### src/rtl/mem_port_arbiter.sv
// Round-robin arbiter sharing one single-port synchronous RAM between three burst requesters.
// Read data is passed straight through; a per-requester valid strobe marks it one cycle later.
module mem_port_arbiter #(
    parameter int unsigned AW   = 8,
    parameter int unsigned DW   = 8,
    parameter int unsigned MAXB = 16
) (
    input  logic            clk,
    input  logic            rst,
    input  logic [2:0]      req,
    input  logic [2:0]      we,
    input  logic [2:0]      last,
    input  logic [3*AW-1:0] addr,
    input  logic [3*DW-1:0] wdata,
    output logic [2:0]      gnt,
    output logic [2:0]      rvalid,
    output logic [DW-1:0]   rdata,
    output logic [1:0]      owner,
    output logic            busy,
    output logic            mem_en,
    output logic            mem_we,
    output logic [AW-1:0]   mem_addr,
    output logic [DW-1:0]   mem_wdata,
    input  logic [DW-1:0]   mem_rdata
);

    typedef enum logic {StIdle, StOwn} state_e;

    state_e      state_q, state_d;
    logic [1:0]  owner_q, owner_d;
    logic [1:0]  ptr_q, ptr_d;
    logic [7:0]  beat_cnt_q, beat_cnt_d;
    logic [2:0]  rvalid_q, rvalid_d;

    logic [2:0]    own_oh;
    logic          own_req;
    logic          own_we;
    logic          own_last;
    logic          beat;
    logic          others_waiting;
    logic          cnt_hit;
    logic          burst_end;
    logic [1:0]    search_start;
    logic [2:0]    arb;
    logic [AW-1:0] sel_addr;
    logic [DW-1:0] sel_wdata;

    function automatic logic [1:0] inc3(input logic [1:0] x);
        return (x == 2'd2) ? 2'd0 : x + 2'd1;
    endfunction

    // Returns {found, index} of the first set request searching start, start+1, start+2 (mod 3).
    function automatic logic [2:0] pick(input logic [2:0] r, input logic [1:0] start);
        logic [1:0] c;
        logic       found;
        logic [1:0] win;
        c     = start;
        found = 1'b0;
        win   = 2'd0;
        for (int k = 0; k < 3; k++) begin
            if (!found && r[c]) begin
                found = 1'b1;
                win   = c;
            end
            c = inc3(c);
        end
        return {found, win};
    endfunction

    always_comb begin
        own_oh         = (state_q == StOwn) ? (3'b001 << owner_q) : 3'b000;
        own_req        = |(req & own_oh);
        own_we         = |(we & own_oh);
        own_last       = |(last & own_oh);
        beat           = own_req;
        others_waiting = |(req & ~own_oh);
        cnt_hit        = ({1'b0, beat_cnt_q} + 9'd1) == 9'(MAXB);
        // A granted cycle without req is a release even when last is also high.
        burst_end      = (state_q == StOwn) &&
                         (!own_req || own_last || (cnt_hit && others_waiting));
        search_start   = (state_q == StOwn) ? inc3(owner_q) : ptr_q;
        arb            = pick(req, search_start);
    end

    always_comb begin
        sel_addr  = '0;
        sel_wdata = '0;
        case (owner_q)
            2'd0: begin
                sel_addr  = addr[0*AW +: AW];
                sel_wdata = wdata[0*DW +: DW];
            end
            2'd1: begin
                sel_addr  = addr[1*AW +: AW];
                sel_wdata = wdata[1*DW +: DW];
            end
            2'd2: begin
                sel_addr  = addr[2*AW +: AW];
                sel_wdata = wdata[2*DW +: DW];
            end
            default: begin
                sel_addr  = '0;
                sel_wdata = '0;
            end
        endcase
    end

    always_comb begin
        state_d    = state_q;
        owner_d    = owner_q;
        ptr_d      = ptr_q;
        beat_cnt_d = beat_cnt_q;
        rvalid_d   = 3'b000;

        if (beat && (beat_cnt_q != 8'hFF)) begin
            beat_cnt_d = beat_cnt_q + 8'd1;
        end

        if (burst_end) begin
            ptr_d = inc3(owner_q);
        end

        if ((state_q == StIdle) || burst_end) begin
            if (arb[2]) begin
                state_d    = StOwn;
                owner_d    = arb[1:0];
                beat_cnt_d = 8'd0;
            end else begin
                state_d    = StIdle;
                owner_d    = 2'd3;
            end
        end

        // Strobe follows the requester that issued the read, even across a handover.
        if (beat && !own_we) begin
            rvalid_d = own_oh;
        end
    end

    always_ff @(posedge clk) begin
        if (rst) begin
            state_q    <= StIdle;
            owner_q    <= 2'd3;
            ptr_q      <= 2'd0;
            beat_cnt_q <= 8'd0;
            rvalid_q   <= 3'b000;
        end else begin
            state_q    <= state_d;
            owner_q    <= owner_d;
            ptr_q      <= ptr_d;
            beat_cnt_q <= beat_cnt_d;
            rvalid_q   <= rvalid_d;
        end
    end

    always_comb begin
        gnt       = own_oh;
        owner     = owner_q;
        busy      = |own_oh;
        rvalid    = rvalid_q;
        rdata     = mem_rdata;
        mem_en    = beat;
        mem_we    = beat & own_we;
        mem_addr  = beat ? sel_addr : '0;
        mem_wdata = beat ? sel_wdata : '0;
    end

endmodule

### config.mk
export PLATFORM = sky130hd
export DESIGN_NAME = mem_port_arbiter
export DESIGN_NICKNAME = d
export VERILOG_FILES = /design/src/rtl/mem_port_arbiter.sv
export SDC_FILE = /design/constraint.sdc
export NUM_CORES = 1
export LEC_CHECK = 0
export ABC_AREA = 1
export CELL_PAD_IN_SITES_DETAIL_PLACEMENT = 1
export CELL_PAD_IN_SITES_GLOBAL_PLACEMENT = 2
export CORE_MARGIN = 3
export CORE_UTILIZATION = 19
export CTS_BUF_LIST = sky130_fd_sc_hd__clkbuf_8
export DETAILED_ROUTE_END_ITERATION = 7
export GPL_TIMING_DRIVEN = 1
export PLACE_DENSITY = 0.86
export SLEW_MARGIN = 0
export SYNTH_ARGS = -nofsm -noshare
export SYNTH_HDL_FRONTEND = slang
export SYNTH_SLANG_ARGS = --single-unit
### constraint.sdc
create_clock -name clk -period 3.3 [get_ports clk]
set_input_delay 0.825 -clock clk [delete_from_list [all_inputs] [get_ports clk]]
set_output_delay 0.825 -clock clk [all_outputs]
set_load 0.01 [all_outputs]
Yosys cells after proc, flatten, opt, wreduce, memory -nomap -nowiden
Cells that the tools add are included.

operators by class
  add/sub/neg operators = 5
  $mul = 0
  div/mod/pow operators = 0
  order comparisons = 3
  eq/ne operators = 6
  shifts and indexed selects = 1
  muxes and demuxes = 26
  bitwise logic cells = 8
  reduce and logical (&&, ||, !) cells = 20

operators by type and width
  operator                                             count
  case mux 8 bit (3 select lines)                      2
  2-to-1 mux 8 bit                                     5
  2-to-1 mux 2 bit                                     8
  OR reduction 3 bit                                   5
  bitwise AND 3 bit                                    4
  adder 8 x 1 -> 9 bit, second input constant          1
  equality test 9 x 5 -> 1 bit, second input constant  1
  < comparator 2 x 3 -> 1 bit, second input constant   3
  adder 8 x 1 -> 8 bit, second input constant          1
  inequality test 8 bit, second input constant         1
  2-to-1 mux 1 bit                                     7
  adder 2 x 1 -> 2 bit, second input constant          3
  binary-select mux 1 bit (select 2 bit)               3
  equality test 2 bit, second input constant           3
  logical AND 1 bit                                    6
  zero test 1 bit                                      4
  logical OR 1 bit                                     3
  2-to-1 mux 3 bit                                     1
  inverter 3 bit                                       1
  left shift 1 x 2 -> 3 bit, first input constant      1
  equality test 2 x 1 -> 1 bit, second input constant  1
  zero test 2 bit                                      1
  inverter 1 bit                                       2
  OR reduction 2 bit                                   1
  bitwise AND 1 bit                                    1

word-level totals
  register bits after elaboration = 16
  bits in latches = 0
  memory bits (writable) = 0
  bits in read-only memories = 0
  input port bits = 67
  output and inout port bits = 35
  logic and storage cells = 74
  memories kept = 0

Longest topological paths before layout
Gate-level depths: netlist (run 1).

  word-level depth = 14
  depth in mapped cells = 14
  depth with buffers taken out = 13

Least setup slack after synthesis (run 1)
No wires, ideal clock.

  kind = in2out
  start point = input port req[2]
  end point = output port mem_addr[5]
  data arrival time = 1.589 ns
  data required time = 2.475 ns
  slack = 0.886 ns
  cell stages on the path = 8
  buffers on the path = 2
  cells stage by stage = inv_1 > nor2_1 > nor2_4 > clkinv_2 > buf_4 > buf_4 > nand2_1 > inv_1

between the ends
  cells in the longest elaborated chain, start to end = 3

RTL lines
  element             line  RTL
  from (decl)         10    input logic [2:0] req,
  bitwise AND 3 bit   72    own_req = |(req & own_oh);
  OR reduction 3 bit  72
  named net mem_en    20    output logic mem_en,
  2-to-1 mux 8 bit    164   mem_addr = beat ? sel_addr : '0;
  to (decl)           22    output logic [AW-1:0] mem_addr,

The timed path passes the listed nets, and every way through them passes these cells.

Worst setup path after layout (run 1)
  start point = input port req[2]
  end point = output port mem_wdata[4]

between the ends
  cells in the longest elaborated chain, start to end = 3

RTL lines
  element             line  RTL
  bitwise AND 3 bit   72
  OR reduction 3 bit  72
  2-to-1 mux 8 bit    165   mem_wdata = beat ? sel_wdata : '0;
  to (decl)           23    output logic [DW-1:0] mem_wdata,

No other way between the ends.

==> results of run 1 <==
[report_power, final]
part / internal (mW) / switching [mW] / leakage [nW]
sequential: 0.217 / 0.0536 / 0.130
clock: 0.106 / 0.0740 / 0.0288
combinational: 0.386 / 0.532 / 1.40
total: 0.709 / 0.660 / 1.56
[stage by stage]
step           util (%)  hold slack (ns)  setup TNS [ns]  setup WS [ns]  total power, mW
3_3_place_gp      31.34           0.4877               0        0.02106            1.207
4_1_cts           32.03           0.5149               0        0.03060            1.407
6_report          32.44           0.5102               0        0.08882            1.369
2_1_floorplan         -           0.4685               0         0.8860           0.8640
3_5_place_dp      31.34           0.5055       -0.001795      -0.001795            1.216
5_1_grt           32.44           0.5423               0        0.01490            1.504
[synthesized netlist by cell type, types with 2 or more instances]
library cell | n | area [um2]
nand4_1 | 6 | 37.54
nand2_4 | 8 | 90.09
inv_2 | 4 | 15.01
nand3_4 | 2 | 35.03
inv_4 | 2 | 12.51
nand2_2 | 4 | 25.02
nor2_1 | 8 | 30.03
inv_1 | 38 | 142.6
nand2_1 | 124 | 465.5
nor2_4 | 3 | 33.78
buf_4 | 10 | 75.07
nand3_2 | 2 | 20.02
clkbuf_1 | 3 | 11.26
o21ai_0 | 3 | 15.01
nor2_2 | 5 | 31.28
dfxtp_1 | 16 | 320.3
a21oi_1 | 4 | 20.02
nand3_1 | 36 | 180.2
a21oi_2 | 4 | 35.03
[cell families (layout without fill, tap and decap cells)]
kind of cell | count (synthesis) | in the layout
flip-flops | 16 | 16
AO/OA/AOI/OAI | 14 | 14
AND/OR/NAND/NOR | 200 | 200
buffers and inverters | 59 | 141
adder cells (fa/ha/maj) | 1 | 1
XOR/XNOR | 2 | 2
[timing repair]
item | 4_1_cts | 5_1_grt
resized for setup | 1 | 14
endpoints found under the setup margin | 1 | 16
pin swaps | 0 | 1
[metal layers]
layer / global-route usage [%] / routed length [um] / up-vias
met4: 3.316 / 52 / 0
met2: 18.96 / 2553 / 73
li1: - / - / 1060
met1: 16.09 / 3028 / 910
met5: 0 / 0 / -
met3: 2.432 / 450 / 5
[critical path: stages]
cell,delay (ns)
clkdlybuf4s50_1,0.48
inv_1,0.06
nor2_2,0.12
nor2_4,0.06
clkinv_2,0.06
buf_12,0.14
nand2_1,0.06
inv_1,0.05
clkdlybuf4s50_1,0.52
[flip-flops by register name, indices dropped and copies added (netlist names)]
name / flops
rvalid: 3
state_q: 1
beat_cnt_q: 8
ptr_q: 2
owner: 2
[cell type report]
| cell class | instances | area (um2) | share of cell area (%) |
|---|---|---|---|
| multi-input combinational | 217 | 1100 | 40.25 |
| timing repair buffer | 92 | 950.9 | 34.80 |
| sequential | 16 | 320.3 | 11.72 |
| inverter | 45 | 175.2 | 6.410 |
| tap | 105 | 131.4 | 4.808 |
| clock buffer | 4 | 55.05 | 2.015 |
[worst paths after layout]
| kind | from | endpoint | slack (ns) | depth (start not counted) |
|---|---|---|---|---|
| max | req[2] | mem_wdata[4] | 0.09 | 9 |
| min reg2reg | ptr_q[0]$_SDFFE_PP0P_ | ptr_q[0]$_SDFFE_PP0P_ | 0.51 | 2 |
| min | ptr_q[0]$_SDFFE_PP0P_ | ptr_q[0]$_SDFFE_PP0P_ | 0.51 | 2 |
| max reg2reg | owner[0]$_SDFFE_PP1P_ | beat_cnt_q[2]$_SDFF_PP0_ | 1.17 | 13 |
==> impl_metrics.toml, run 1 <==
[synthesis]
synth-xor-area-share_pct = 1.036
muxShareOfSynthArea_pct = 0
seq_area_frac_synth_pct = 18.95
yosys.area_share.simple_pct = 57.74
synth_seq_cells = 16
netlist_instances = 292
synthAdderAreaFrac_pct = 0.7402
synth-edff-count = 0
ys_warn_count = 0
netlist_area_um2 = 1690
synth_nets = 360
synth_ff_type = "dfxtp_1"
async_flop_share_pct = 0
ys_types = 29
synth_top_family_by_area = "simple AND/OR/NAND/NOR gates"
synth.avg_cell_area_um2 = 5.789
synth_compound_area_share_pct = 5.403

[detailed_routing]
drc = 0
wire_per_inst_um = 12.70
vias = 2048
drt_iter0_markers = 61
firstDrtPassIters = 4
viasPerCell = 4.276
routed_wl_um = 6084
postRouteAntennaNets = 0

[timing]
drv_slew = 0
layout_min_cycle_time_ns = 3.211
worstMarginPinSlew_ns = 0.5209
hold_viol = 0
relSlewSlack_pct = 65.24
finalSetupViolations = 0
rsz0062_at_grt = "false"
post-route-period-util_pct = 97.31
max_freq_ghz = 0.3114
clock_skew_ns = 0.004012

[finish]
drive_gt1_share_pct = 12.83
syn_to_final_growth_pct = 61.66
fin_nets = 443
stdcell_count = 479
final_cell_mix = "124 x nand2_1, 71 x clkdlybuf4s50_1, 38 x inv_1"
final_common_cell = "nand2_1"
final_area_um2 = 2733
fill_cells = 1075
diodes = 0

[floorplanning]
coreArea_um2 = 8423
rows = 33
start_util_pct = 20.07
die_h_um = 100.3
dieArea_um2 = 10060
top_level_ports = 102
die_w_um = 100.3

[critical_path]
crit_type = "input port to primary output"
startpoint_type = "input port"
worstPathArrival_ns = 2.39
required_ns = 2.47
endpoint_kind = "primary output"
crit_fanout = 18

[flow_run]
cap_violations = 0

[grt]
grt_pass1_vias = 2083
grtUsageTotal_pct = 11.85
grt_max_degree = 19
grt_overflow = 0
grt_first_pass_wirelength_um = 9749
antenna_found_initial = 0

[clocking]
cts_tree = "done"
cts-root-buf = "clkbuf_8"
insertion_delay_ns = 0.25
path_clk_slew_ns = 0.07
htreeDepth = 1
ctsHoldBuffers = 0
clk_path_buf_depth = 2
post_cts_buffers = 0
cts_made_buffers = 3
cts.sinks = 16

[run_status]
status = "finished clean"

[placed_design]
gp_congestion = 0.7903
dpl.hpwl_um = 4903
port-buffer-count = 85
dpl-instance-area_um2 = 2640
dp.cells = 475

[pwr]
power_leakage_nw = 1.557
irDropWorstVdd_uv = 163.5
p_per_area_nw_per_um2 = 501.0

[hold_path]
hold_class = "register to register"
(Power assumes the default switching activity.)
==> inputs of run 2 (changes only) <==
--- a/config.mk
+++ b/config.mk
@@ -9,12 +9,13 @@
 export CELL_PAD_IN_SITES_DETAIL_PLACEMENT = 1
 export CELL_PAD_IN_SITES_GLOBAL_PLACEMENT = 2
 export CORE_MARGIN = 3
-export CORE_UTILIZATION = 19
+export CORE_UTILIZATION = 16
 export CTS_BUF_LIST = sky130_fd_sc_hd__clkbuf_8
 export DETAILED_ROUTE_END_ITERATION = 7
 export GPL_TIMING_DRIVEN = 1
-export PLACE_DENSITY = 0.86
+export PLACE_DENSITY = 0.77
 export SLEW_MARGIN = 0
 export SYNTH_ARGS = -nofsm -noshare
 export SYNTH_HDL_FRONTEND = slang
 export SYNTH_SLANG_ARGS = --single-unit
+export TNS_END_PERCENT = 5
==> constraint.sdc (replaced) <==
create_clock -name clk -period 2.95 [get_ports clk]
set_input_delay 0.7375 -clock clk [delete_from_list [all_inputs] [get_ports clk]]
set_output_delay 0.7375 -clock clk [all_outputs]
set_load 0.01 [all_outputs]
==> impl_metrics.toml, run 2 (synthesized netlist as in run 1, its figures left out) <==
[pwr]
p_int_mw = 0.8042
irDropWorstVdd_uv = 193.1
p_comb_share_pct = 68.0
p_seq_share_pct = 19.0
power.switching_mw = 0.7518
clkPwrFrac_pct = 13.0
p_sw_share_pct = 48.31
power_mw = 1.556
power_leakage_nw = 1.416
p_per_area_nw_per_um2 = 567.3

[critical_path]
cp_slowest_cell = "clkdlybuf4s50_1"
crit_path_cell_trace = "clkdlybuf4s50_1, inv_1, nor2_2, nor2_4, clkinv_2, buf_12, nand2_1, inv_1, dlygate4sd2_1"
crit_type = "input port to primary output"
critPathMaxStageDelay_ns = 0.49
timing.rr.start = "state_q$_SDFFE_PP0P_"
worstPathArrival_ns = 2.11
crit_buf_inv = 6
crit_top_cell = "inv_1"
crit_fanout = 19
startpoint_type = "input port"
required_ns = 2.21
endpoint_kind = "primary output"
reg2reg_depth = 11
worst_r2r_endpoint = "beat_cnt_q[2]$_SDFF_PP0_"
critPathTopFamily = "buffers and inverters"
reg2reg_slack_ns = 1.05

[hold_path]
min_to = "ptr_q[0]$_SDFFE_PP0P_"
min_path_cells = 2
hold_start = "ptr_q[0]$_SDFFE_PP0P_"
hold_class = "register to register"

[timing]
max_freq_ghz = 0.3517
hold_viol = 0
tns_ns = 0
clock_skew_ns = 0.001586
relSlewSlack_pct = 73.92
worstMarginPinSlew_ns = 0.3906
finalSetupViolations = 0
layout_min_cycle_time_ns = 2.844
drv_slew = 0
post-route-period-util_pct = 96.39

[detailed_routing]
routed_wl_um = 6297
postRouteAntennaNets = 0
viasPerCell = 3.982
drc = 0
drt_iter0_markers = 48
firstDrtPassIters = 4
wire_per_inst_um = 12.32
vias = 2035

[clocking]
post_cts_buffers = 0
ctsHoldBuffers = 0
cts-root-buf = "clkbuf_8"
insertion_delay_ns = 0.25
cts_tree = "done"
ctsResizeCount = 19
clk_path_buf_depth = 2
path_clk_slew_ns = 0.07
htreeDepth = 1
cts_made_buffers = 3
cts.sinks = 16

[grt]
grt_max_degree = 20
grt_first_pass_wirelength_um = 10030
antenna_found_initial = 0
grt_pass1_vias = 2051
grtUsageTotal_pct = 10.47
grt_overflow = 0

[floorplanning]
coreArea_um2 = 10000
top_level_ports = 102
die_w_um = 108.8
start_util_pct = 16.90
rows = 36
dieArea_um2 = 11830
die_h_um = 108.8

[finish]
final_common_cell = "nand2_1"
diodes = 0
drive_gt1_share_pct = 13.76
largest_reg_flops = 8
final_cell_mix = "124 x nand2_1, 66 x clkdlybuf4s50_1, 38 x inv_1"
syn_to_final_growth_pct = 62.25
regMostFlops = "beat_cnt_q"
fin_nets = 447

[flow_run]
cap_violations = 0

[placed_design]
gp_congestion = 0.7858
port-buffer-count = 85
dpl.hpwl_um = 5167

[run_status]
status = "finished clean"
[run 2: cell count changes in the layout (fill, tap and decap cells not counted), sizes merged]
| cell | before | now |
|---|---|---|
| buf | 7 | 11 |
| clkdlybuf4s50 | 71 | 66 |
| dlygate4sd2 | 0 | 18 |
| dlymetal6s2s | 14 | 1 |
[run 2: how the worst max path moves through the flow]
stage	start	endpoint	slack, ns	depth (start not counted)
after global routing	req[2]	mem_addr[5]	-0.0005	9
after floorplan	owner[1]$_SDFFE_PP1P_	mem_addr[5]	0.67	11
final	req[2]	mem_addr[2]	0.11	9
after CTS	req[1]	mem_addr[2]	0.08	9
after detailed placement	req[2]	mem_addr[2]	-0.22	9
after global placement	req[2]	mem_addr[5]	-0.18	9
[run 2: power by group through the flow]
| stage | combinational [mW] | sequential, mW | clock (mW) |
|---|---|---|---|
| after detailed placement | 1.11 | 0.301 | 0 |
| after floorplan | 0.678 | 0.289 | 0 |
| after CTS | 1.09 | 0.296 | 0.209 |
| after global routing | 1.20 | 0.301 | 0.223 |
| after global placement | 1.11 | 0.298 | 0 |
| final | 1.06 | 0.295 | 0.203 |
[run 2: final cells by class]
| type | instances | area [um2] |
|---|---|---|
| sequential | 16 | 320.3 |
| tap | 133 | 166.4 |
| fill | 1272 | 7257 |
| clock buffer | 4 | 55.05 |
| inverter | 45 | 175.2 |
| multi-input combinational | 217 | 1100 |
| timing repair buffer | 96 | 925.9 |
[run 2: metrics by stage]
stage | hold slack (ns) | util [%] | cells | area (um2) | setup WS [ns]
final | 0.5051 | 27.43 | 511 | 2743 | 0.1064
after global routing | 0.5431 | 27.43 | 511 | 2743 | -0.0005389
after CTS | 0.5106 | 27.40 | 511 | 2740 | 0.07690
after detailed placement | 0.4996 | 27.05 | 507 | 2705 | -0.2225
after global placement | 0.4867 | 27.05 | 507 | 2705 | -0.1778
after floorplan | 0.4685 | - | 292 | 1690 | 0.6731
[run 2: metal layers]
metal | track usage [%] | routed length (um) | up-vias
li1 | - | - | 1066
met1 | 13.56 | 3018 | 889
met2 | 17.70 | 2682 | 78
met3 | 2.842 | 584 | 2
met4 | 1.623 | 11 | 0
met5 | 0 | 0 | -
[run 2: worst register-to-register path, stage by stage (launching register included)]
cell and delay, ns:
dfxtp_1 0.56, nand3_1 0.28, nor2_2 0.20, nor2_4 0.06
clkinv_2 0.06, buf_12 0.15, nand2_4 0.11, inv_4 0.10
nand2_1 0.06, xnor2_1 0.12, inv_1 0.07, nor2_2 0.03
==> inputs of run 3 (changes only) <==
--- a/config.mk
+++ b/config.mk
@@ -8,11 +8,11 @@
 export ABC_AREA = 1
 export CELL_PAD_IN_SITES_DETAIL_PLACEMENT = 1
 export CELL_PAD_IN_SITES_GLOBAL_PLACEMENT = 2
-export CORE_MARGIN = 3
+export CORE_MARGIN = 10
 export CORE_UTILIZATION = 16
 export CTS_BUF_LIST = sky130_fd_sc_hd__clkbuf_8
 export DETAILED_ROUTE_END_ITERATION = 7
-export GPL_TIMING_DRIVEN = 1
+export GPL_TIMING_DRIVEN = 0
 export PLACE_DENSITY = 0.77
 export SLEW_MARGIN = 0
 export SYNTH_ARGS = -nofsm -noshare
==> impl_metrics.toml, run 3 (synthesized netlist as in run 1, its figures left out) <==
[run_status]
status = "finished clean"

[grt]
grt_pass1_vias = 2351
grt_max_degree = 12
grtUsageTotal_pct = 9.419
grt_overflow = 0
antenna_found_initial = 0
grt_first_pass_wirelength_um = 11790

[pwr]
p_per_area_nw_per_um2 = 551.0
p_comb_share_pct = 68.8
power_mw = 1.586
p_sw_share_pct = 47.91
clkPwrFrac_pct = 12.7
power_leakage_nw = 1.421
p_int_mw = 0.8264
irDropWorstVdd_uv = 183.2
power.switching_mw = 0.7600
p_seq_share_pct = 18.4

[critical_path]
crit_type = "input port to primary output"
crit_buf_inv = 5
crit_path_cell_trace = "clkdlybuf4s15_2, nand2_1, nand2_2, nor2_4, clkinv_4, buf_8, nand2_1, inv_1, clkdlybuf4s50_1"
crit_fanout = 11
required_ns = 2.21
endpoint_kind = "primary output"
worstPathArrival_ns = 2.19
critPathMaxStageDelay_ns = 0.47
cp_slowest_cell = "clkdlybuf4s50_1"
crit_top_cell = "nand2_1"
critPathTopFamily = "buffers and inverters"
startpoint_type = "input port"

[clocking]
ctsHoldBuffers = 0
insertion_delay_ns = 0.25
cts.sinks = 16
cts_made_buffers = 3
path_clk_slew_ns = 0.07
htreeDepth = 1
cts-root-buf = "clkbuf_8"
clk_path_buf_depth = 2
cts_tree = "done"

[finish]
multiInputGateArea_um2 = 1105
diodes = 0
syn_to_final_growth_pct = 70.32
fill_cells = 1289
final_common_cell = "nand2_1"
stdcell_count = 525
regMostFlops = "beat_cnt_q"
drive_gt1_share_pct = 15.94
fin_util_pct = 27.89
seq_area_um2 = 325.3
final_cell_mix = "124 x nand2_1, 82 x clkdlybuf4s50_1, 37 x inv_1"
fin_nets = 458
largest_reg_flops = 8

[floorplanning]
coreArea_um2 = 10320
rows = 37
dieArea_um2 = 15080
top_level_ports = 102
die_w_um = 122.8
die_h_um = 122.8
start_util_pct = 16.37

[hold_path]
hold_class = "register to register"

[flow_run]
cap_violations = 0

[placed_design]
port-buffer-count = 93
dpl.hpwl_um = 6049
gp_congestion = 0.7820
dp.cells = 521

[detailed_routing]
postRouteAntennaNets = 0
drc = 0
wire_per_inst_um = 13.62
viasPerCell = 4.059
firstDrtPassIters = 4
vias = 2131
routed_wl_um = 7149
drt_iter0_markers = 92

[timing]
finalSetupViolations = 0
layout_min_cycle_time_ns = 2.931
worstMarginPinSlew_ns = 0.2198
clock_skew_ns = 0.001513
relSlewSlack_pct = 85.33
rsz0062_at_grt = "true"
max_freq_ghz = 0.3412
hold_viol = 0
post-route-period-util_pct = 99.35
drv_slew = 0
-- run 3: cell count changes in the layout (fill, tap and decap cells not counted), sizes merged --
cell | previous run | this run
buf | 11 | 12
clkdlybuf4s50 | 66 | 82
clkdlybuf4s15 | 0 | 3
dlygate4sd2 | 18 | 7
clkbuf | 4 | 6
-- run 3: metal layers --
| layer | track usage, % | wire length (um) | part of all wire, % | vias up |
|---|---|---|---|---|
| met5 | 0 | 0 | 0 | - |
| met4 | 2.135 | 62 | 0.87 | 0 |
| met3 | 2.433 | 599 | 8.4 | 6 |
| met2 | 15.43 | 3124 | 44 | 79 |
| met1 | 12.09 | 3362 | 47 | 958 |
| li1 | - | - | - | 1088 |
-- run 3: power by group through the flow --
stage | Sequential, mW | Clock (mW) | Combinational [mW]
final | 0.292 | 0.202 | 1.09
after floorplan | 0.289 | 0 | 0.678
after detailed placement | 0.291 | 0 | 1.11
after CTS | 0.289 | 0.213 | 1.12
after global routing | 0.300 | 0.221 | 1.24
after global placement | 0.288 | 0 | 1.10
-- run 3: tightest hold or removal path, stage by stage (launching register included) --
cell     delay [ns]
dfxtp_1        0.33
nand2_1        0.07
a21oi_1        0.05
-- run 3: through the flow --
step                area, um2  setup slack, ns  hold slack, ns  setup TNS, ns
floorplan                1690           0.6731          0.4685              0
global placement         2791          -0.5957          0.4846         -8.856
detailed placement       2791          -0.5741          0.4975         -8.599
CTS                      2863        -0.009232          0.5073       -0.01791
global route             2879         -0.08757          0.5248       -0.09585
finish                   2879          0.01904          0.5009              0
-- run 3: worst paths after layout --
check                      startpoint  depth (start not counted)                        to  slack [ns]
max                            req[1]                          9              mem_wdata[4]        0.02
min             ptr_q[0]$_SDFFE_PP0P_                          2     ptr_q[0]$_SDFFE_PP0P_        0.50
max reg2reg  beat_cnt_q[0]$_SDFF_PP0_                         12  beat_cnt_q[2]$_SDFF_PP0_        1.15
min reg2reg     ptr_q[0]$_SDFFE_PP0P_                          2     ptr_q[0]$_SDFFE_PP0P_        0.50
-- run 3: cell type report --
cell class	instances	share of cell area, %
clock buffers	4	1.912
repair buffers	95	32.77
flip-flops and latches	16	11.30
multi-input cells	217	38.37
well taps	136	5.910
plain buffers	12	3.520
inverters	45	6.215
-- run 3: repair_timing --
item / CTS / global route
resized for setup: 24 / 7
setup endpoints to repair: 18 / 5
pin swaps: 1 / 0
buffers inserted: 2 / 0
